## src/rtl/fadd_accum.sv

```systemverilog
// -----------------------------------------------------------------------------
// fadd_accum -- streaming binary32 reduction stage.
//
// Accepts a group of IEEE-754 single-precision values, closed by in_last, and
// produces one sum per group on a valid/ready output. The combinational adder
// (fadd) lives in this file as well. It rounds to nearest-even, handles
// subnormals, and returns a canonical quiet NaN (0x7FC00000) for invalid
// operations.
//
// Optional build macro: FADD_ACCUM_OVF_HALT_EN
//   defined   : after an overflow in a group, acc is frozen at the first
//               overflow result. Elements are still accepted and counted.
//   undefined : accumulation continues through fadd after an overflow.
//
// fadd_accum ports:
//   clk        in   clock, rising edge
//   rst        in   synchronous reset, active-high
//   in_data    in   [31:0] binary32 operand
//   in_valid   in   in_data / in_last valid
//   in_last    in   element closes the current group
//   in_ready   out  element accepted when in_valid & in_ready
//   sum        out  [31:0] group sum
//   sum_ovf    out  sticky overflow flag for the group
//   sum_count  out  [CNT_W-1:0] saturating element count
//   out_valid  out  sum / sum_ovf / sum_count valid
//   out_ready  in   consumer takes the result
//
// fadd ports:
//   x1, x2     in   [31:0] binary32 operands
//   y          out  [31:0] binary32 sum
//   ovf        out  finite operands produced an infinite result
// -----------------------------------------------------------------------------

module fadd (
    input  logic [31:0] x1,
    input  logic [31:0] x2,
    output logic [31:0] y,
    output logic        ovf
);

    logic        w_a_nan, w_b_nan, w_a_inf, w_b_inf;
    logic        w_a_ge;
    logic [31:0] w_big, w_sml;
    logic [7:0]  w_el, w_es, w_d;
    logic [4:0]  w_dc;
    logic [26:0] w_ml, w_ms, w_msh;
    logic [53:0] w_ext;
    logic        w_sub;
    logic [27:0] w_sum;
    logic [4:0]  w_lz;
    logic [7:0]  w_lim, w_sh;
    logic [26:0] w_mn;
    logic [9:0]  w_en, w_er;
    logic        w_rup;
    logic [24:0] w_rnd;
    logic [23:0] w_mant;

    // Leading-zero count of a 27-bit vector. An all-zero input returns 27.
    function automatic logic [4:0] lzc27(input logic [26:0] v);
        logic [4:0] n;
        logic       found;
        n     = 5'd27;
        found = 1'b0;
        for (int i = 26; i >= 0; i--) begin
            if (!found && v[i]) begin
                n     = 5'(26 - i);
                found = 1'b1;
            end
        end
        return n;
    endfunction

    assign w_a_nan = (x1[30:23] == 8'hFF) && (x1[22:0] != 23'd0);
    assign w_b_nan = (x2[30:23] == 8'hFF) && (x2[22:0] != 23'd0);
    assign w_a_inf = (x1[30:23] == 8'hFF) && (x1[22:0] == 23'd0);
    assign w_b_inf = (x2[30:23] == 8'hFF) && (x2[22:0] == 23'd0);

    // Order the operands by magnitude so that the difference of the
    // significands is never negative. On a tie x1 is the larger operand.
    assign w_a_ge = (x1[30:0] >= x2[30:0]);
    assign w_big  = w_a_ge ? x1 : x2;
    assign w_sml  = w_a_ge ? x2 : x1;

    // A subnormal has effective exponent 1 and no hidden bit.
    assign w_el = (w_big[30:23] == 8'd0) ? 8'd1 : w_big[30:23];
    assign w_es = (w_sml[30:23] == 8'd0) ? 8'd1 : w_sml[30:23];
    assign w_ml = {(w_big[30:23] != 8'd0), w_big[22:0], 3'b000};
    assign w_ms = {(w_sml[30:23] != 8'd0), w_sml[22:0], 3'b000};

    // Align the smaller significand. The three low bits are guard, round and
    // sticky. Every bit shifted out is folded into sticky.
    assign w_d   = w_el - w_es;
    assign w_dc  = (w_d > 8'd27) ? 5'd27 : w_d[4:0];
    assign w_ext = {w_ms, 27'd0} >> w_dc;
    assign w_msh = {w_ext[53:28], w_ext[27] | (|w_ext[26:0])};

    assign w_sub = w_big[31] ^ w_sml[31];
    assign w_sum = w_sub ? ({1'b0, w_ml} - {1'b0, w_msh})
                         : ({1'b0, w_ml} + {1'b0, w_msh});

    // The left normalisation shift stops at effective exponent 1. Any result
    // that cannot be normalised further stays subnormal.
    assign w_lz  = lzc27(w_sum[26:0]);
    assign w_lim = w_el - 8'd1;
    assign w_sh  = ({3'd0, w_lz} < w_lim) ? {3'd0, w_lz} : w_lim;

    always_comb begin
        if (w_sum[27]) begin
            w_mn = {w_sum[27:2], w_sum[1] | w_sum[0]};
            w_en = {2'b00, w_el} + 10'd1;
        end else begin
            w_mn = w_sum[26:0] << w_sh[4:0];
            w_en = {2'b00, w_el} - {2'b00, w_sh};
        end
    end

    // Round to nearest, ties to even. A carry out of the significand bumps the
    // exponent. This also turns the largest subnormal into the smallest
    // normal value.
    assign w_rup  = w_mn[2] & (w_mn[1] | w_mn[0] | w_mn[3]);
    assign w_rnd  = {1'b0, w_mn[26:3]} + {24'd0, w_rup};
    assign w_er   = w_rnd[24] ? (w_en + 10'd1) : w_en;
    assign w_mant = w_rnd[24] ? w_rnd[24:1] : w_rnd[23:0];

    always_comb begin
        if (w_a_nan || w_b_nan || (w_a_inf && w_b_inf && (x1[31] != x2[31])))
            y = 32'h7FC0_0000;
        else if (w_a_inf)
            y = {x1[31], 8'hFF, 23'd0};
        else if (w_b_inf)
            y = {x2[31], 8'hFF, 23'd0};
        else if (w_sum == 28'd0)
            // An exact cancellation gives +0. (-0) + (-0) keeps its sign.
            y = {(w_sub ? 1'b0 : w_big[31]), 31'd0};
        else if (w_er >= 10'd255)
            y = {w_big[31], 8'hFF, 23'd0};
        else
            y = {w_big[31], (w_mant[23] ? w_er[7:0] : 8'd0), w_mant[22:0]};
    end

    assign ovf = (x1[30:23] != 8'hFF) && (x2[30:23] != 8'hFF) && (y[30:23] == 8'hFF);

endmodule

module fadd_accum #(
    parameter int CNT_W = 16
) (
    input  logic             clk,
    input  logic             rst,
    input  logic [31:0]      in_data,
    input  logic             in_valid,
    input  logic             in_last,
    output logic             in_ready,
    output logic [31:0]      sum,
    output logic             sum_ovf,
    output logic [CNT_W-1:0] sum_count,
    output logic             out_valid,
    input  logic             out_ready
);

    typedef enum logic [1:0] {
        EMPTY = 2'd0,
        ACC   = 2'd1,
        DONE  = 2'd2
    } state_t;

    state_t           r_state, w_next;
    logic [31:0]      r_acc;
    logic [CNT_W-1:0] r_count;
    logic             r_ovf;
    logic [31:0]      w_y;
    logic             w_ovf;
    logic             w_accept;
    logic             w_halt;

    fadd u_fadd (
        .x1  (r_acc),
        .x2  (in_data),
        .y   (w_y),
        .ovf (w_ovf)
    );

    assign w_accept = in_valid & in_ready;

`ifdef FADD_ACCUM_OVF_HALT_EN
    // Freeze acc at the first overflow result. Later elements are still counted.
    assign w_halt = r_ovf;
`else
    assign w_halt = 1'b0;
`endif

    // State register
    always_ff @(posedge clk) begin
        if (rst)
            r_state <= EMPTY;
        else
            r_state <= w_next;
    end

    // Next-state logic
    always_comb begin
        w_next = r_state;
        case (r_state)
            EMPTY, ACC: if (w_accept) w_next = in_last ? DONE : ACC;
            DONE:       if (out_ready) w_next = EMPTY;
            default:    w_next = EMPTY;
        endcase
    end

    // Outputs. The DONE state blocks input, so a result cannot drain in the
    // same cycle that a new group starts.
    always_comb begin
        in_ready  = (r_state != DONE);
        out_valid = (r_state == DONE);
    end

    // Datapath. The first element of a group is loaded directly rather than
    // added to zero, so a lone -0.0 keeps its sign.
    always_ff @(posedge clk) begin
        if (rst) begin
            r_acc   <= 32'h0000_0000;
            r_count <= '0;
            r_ovf   <= 1'b0;
        end else if (w_accept) begin
            if (r_state == EMPTY) begin
                r_acc   <= in_data;
                r_count <= CNT_W'(1);
                r_ovf   <= 1'b0;
            end else begin
                r_acc   <= w_halt ? r_acc : w_y;
                r_count <= (r_count == '1) ? r_count : r_count + CNT_W'(1);
                r_ovf   <= r_ovf | w_ovf;
            end
        end
    end

    assign sum       = r_acc;
    assign sum_ovf   = r_ovf;
    assign sum_count = r_count;

endmodule
```

## config.mk

```make
export PLATFORM = sky130hd
export DESIGN_NAME = fadd_accum
export DESIGN_NICKNAME = d
export VERILOG_FILES = /design/src/rtl/fadd_accum.sv
export SDC_FILE = /design/constraint.sdc
export NUM_CORES = 1
export LEC_CHECK = 0
export ABC_AREA = 1
export BUFFER_PORTS_ARGS = -buffer_cell sky130_fd_sc_hd__buf_4
export CAP_MARGIN = 20
export CORE_UTILIZATION = 50
export DETAILED_ROUTE_END_ITERATION = 7
export GPL_TIMING_DRIVEN = 0
export MAX_ROUTING_LAYER = met4
export PLACE_DENSITY = 0.75
export SLEW_MARGIN = 10
export SYNTH_ARGS = -nofsm -noshare
export SYNTH_HDL_FRONTEND = slang
export SYNTH_SLANG_ARGS = --single-unit
```

## constraint.sdc

```tcl
create_clock -name clk -period 32.8 [get_ports clk]
set_input_delay 6.56 -clock clk [delete_from_list [all_inputs] [get_ports clk]]
set_output_delay 6.56 -clock clk [all_outputs]
set_load 0.1 [all_outputs]
```

==> impl_metrics.yaml <==
status:
  status: "finished with violations"
  violations: "design-rule violations"
sta:
  final_max_slew_viol_count: 0
  setup_viol: 0
  fin_tns_setup_ns: 0
  max_freq_mhz: 42.32
  finalCritPeriodShare_pct: 72.04
  relSlewSlack_pct: 21.73
  timing.final.crit_period_ns: 23.63
  finalHoldViolCount: 0
  rsz0062_at_grt: "false"
  setup_slack_ns: 9.170
  worstMarginPinSlew_ns: 1.170
  finClkSkew_ns: 0.009365
setup_path:
  required_ns: 32.96
  cp_common_cell: "nand2_1"
  cp-start-kind: "input pin"
  worstSetupStartpoint: "in_data[30]"
  worstPathMaxFanout: 10
  crit_type: "input pin to flip-flop"
  end_kind: "flip-flop"
  cpMaxStageDelayCell: "o21ai_0"
  r2r-start: "sum[30]"
  cp.arrival_ns: 23.78
  slowest_delay_ns: 0.51
logic_synthesis:
  synth_area_um2: 13490
  synth_flop_cell: "dfxtp_1"
  synth.distinct_cells: 70
  synth_warnings: 0
  synth_compound_area_share_pct: 16.53
  yosys-mux-area-fraction_pct: 0
  synth_fa_ha_area_share_pct: 10.09
  synth-xor-area-share_pct: 3.766
  yosys-top-cells-area: "nand2_1 (20%), nand3_1 (15%), ha_1 (9.6%), inv_1 (8.1%), dfxtp_1 (7.6%)"
  ys_seq_area_share_pct: 7.568
  synth.top_cell.area_share_pct: 20.20
  syn_inst: 2462
  synth_seq_cells: 51
  yosysTopAreaCell: "nand2_1"
  syn_avg_cell_area_um2: 5.479
  synth_top_family_by_area: "simple AND/OR/NAND/NOR gates"
  ys_async_sr_fraction_pct: 0
  synth_edf_count: 0
  yosys.area_share.simple_pct: 49.42
min_path:
  min-delay-start: "sum_ovf"
  hold_path.class: "flip-flop to flip-flop"
floorplan:
  initial_utilization_pct: 51.33
  die_area_um2: 27640
  ios: 88
  chipHeight_um: 166.3
  die_w_um: 166.3
  fp.coreArea_um2: 26280
  fp-row-count: 59
cts:
  cts_max_level: 2
  cts_hold_buf: 0
  worstSkewPairLatency_ns: 0.29
  cts_max_path_buffers: 2
  cts_resized: 0
  cts.sinks: 51
  root_buffer: "clkbuf_16"
  cts_setup_buffers: 0
  clk_pin_slew_ns: 0.07
  numCtsBuffers: 5
  tritoncts: "yes"
power:
  totalPowerFinal_uw: 938.5
  vdd_ir_drop_max_mv: 0.02956
  leakagePower_uw: 0.007505
  power_density_nw_per_um2: 63.84
global_route:
  grt_max_degree: 16
  gr-usage-all-layers_pct: 41.13
  antenna_found_initial: 0
  grt_pass1_wl_um: 87170
  grt-ovfl-total: 0
  grt_pass1_vias: 15944
detailed_routing:
  wl_per_cell_um: 19.87
  vias: 17580
  wirelength_um: 57460
  drt_iter0_markers: 2134
  dr.pass1.iters: 8
  ant_nets: 0
  drc: 1
  drt-vias-per-instance: 6.079
placement:
  dpl_cell_area_um2: 14560
  place_hpwl_um: 47790
  pre_cts_ws_ns: 9.596
  finalWeightedCongestion: 1.071
  port_buffers: 86
final_layout:
  final_cell_mix: "nand2_1 (726), nand3_1 (393), inv_1 (292)"
  mostFrequentLayoutCell: "nand2_1"
  synthToLayoutAreaGrowth_pct: 8.968
  layout.core_utilization_pct: 55.94
  antenna_cells: 0
  final-seq-area_um2: 1021
  multiInputGateArea_um2: 10770
  fill_cells: 2863
  final_cell_area_um2: 14700
  drive_gt1_share_pct: 9.894
  nets: 2700
job:
  drv_cap: 0
==> synth_stat cells (all sizes together), types with 2 or more instances <==
| cell type | number |
|---|---|
| and2 | 8 |
| ha | 104 |
| dfxtp | 51 |
| o21a | 3 |
| xnor2 | 16 |
| nand3 | 404 |
| nand3b | 13 |
| xor2 | 42 |
| o211ai | 14 |
| a31oi | 9 |
| o311ai | 3 |
| or2 | 7 |
| a211oi | 5 |
| nor3b | 5 |
| fa | 3 |
| nand2 | 749 |
| a21o | 5 |
| o2111ai | 2 |
| nor4 | 18 |
| a22oi | 6 |
| buf | 61 |
| clkbuf | 33 |
| o31ai | 4 |
| a21oi | 156 |
| inv | 301 |
| nand4 | 47 |
| o22ai | 3 |
| clkinv | 7 |
| nor2 | 180 |
| nor3 | 35 |
| a221oi | 15 |
| o21ai | 141 |
==> worst max-delay path, delay by kind of cell <==
kind                     cells  cell delay, ns
AO/OA/AOI/OAI               22            4.38
XOR/XNOR                     3            0.75
adder cells (fa/ha/maj)      6            2.02
buffers and inverters       16            3.27
AND/OR/NAND/NOR             49            6.76
==> where the power goes <==
part | total, µW | switching [µW] | internal, µW
registers | 75.7 | 9.49 | 66.2
logic | 811 | 582 | 229
clock network | 51.5 | 23.3 | 28.2
total | 938 | 615 | 323
==> stage by stage <==
stage               hold slack [ns]  std cells
floorplan                    0.5188       2463
global placement             0.4420       2884
detailed placement           0.4463       2884
CTS                          0.4575       2892
global route                 0.4845       2892
finish                       0.4569       2892
==> cell families after synthesis <==
logic type / after synthesis
adder cells (fa/ha/maj): 107
flip-flops: 51
AO/OA/AOI/OAI: 375
AND/OR/NAND/NOR: 1468
other: 1
XOR/XNOR: 58
buffers and inverters: 402
==> registers in the layout (all words and copies together) (netlist names) <==
register,flops
sum_ovf,1
sum,32
sum_count,16
r_state,2
==> layout make-up <==
type	instances	share of cell area (%)
Multi-Input combinational cell	2010	73.28
Inverter	308	7.899
Sequential cell	51	6.945
Timing Repair Buffer	86	4.392
Buffer	94	3.668
Tap cell	335	2.851
Clock buffer	6	0.8767
Clock inverter	2	0.08511
==> worst paths after layout <==
kind	depth (start not counted)	slack (ns)	endpoint
setup / recovery	96	9.17	sum[10]
hold / removal	2	0.46	sum_ovf
setup reg to reg	94	15.26	sum[10]
hold reg to reg	2	0.46	sum_ovf
==> per-layer routing <==
metal	global-route usage, %	vias to the layer above	share of wire, %
li1	-	8378	-
met1	53.00	8015	41
met2	62.43	1014	43
met3	7.745	173	12
met4	17.83	0	5.0
met5	-	-	0
Note: power is estimated with default switching activity, not from simulation.
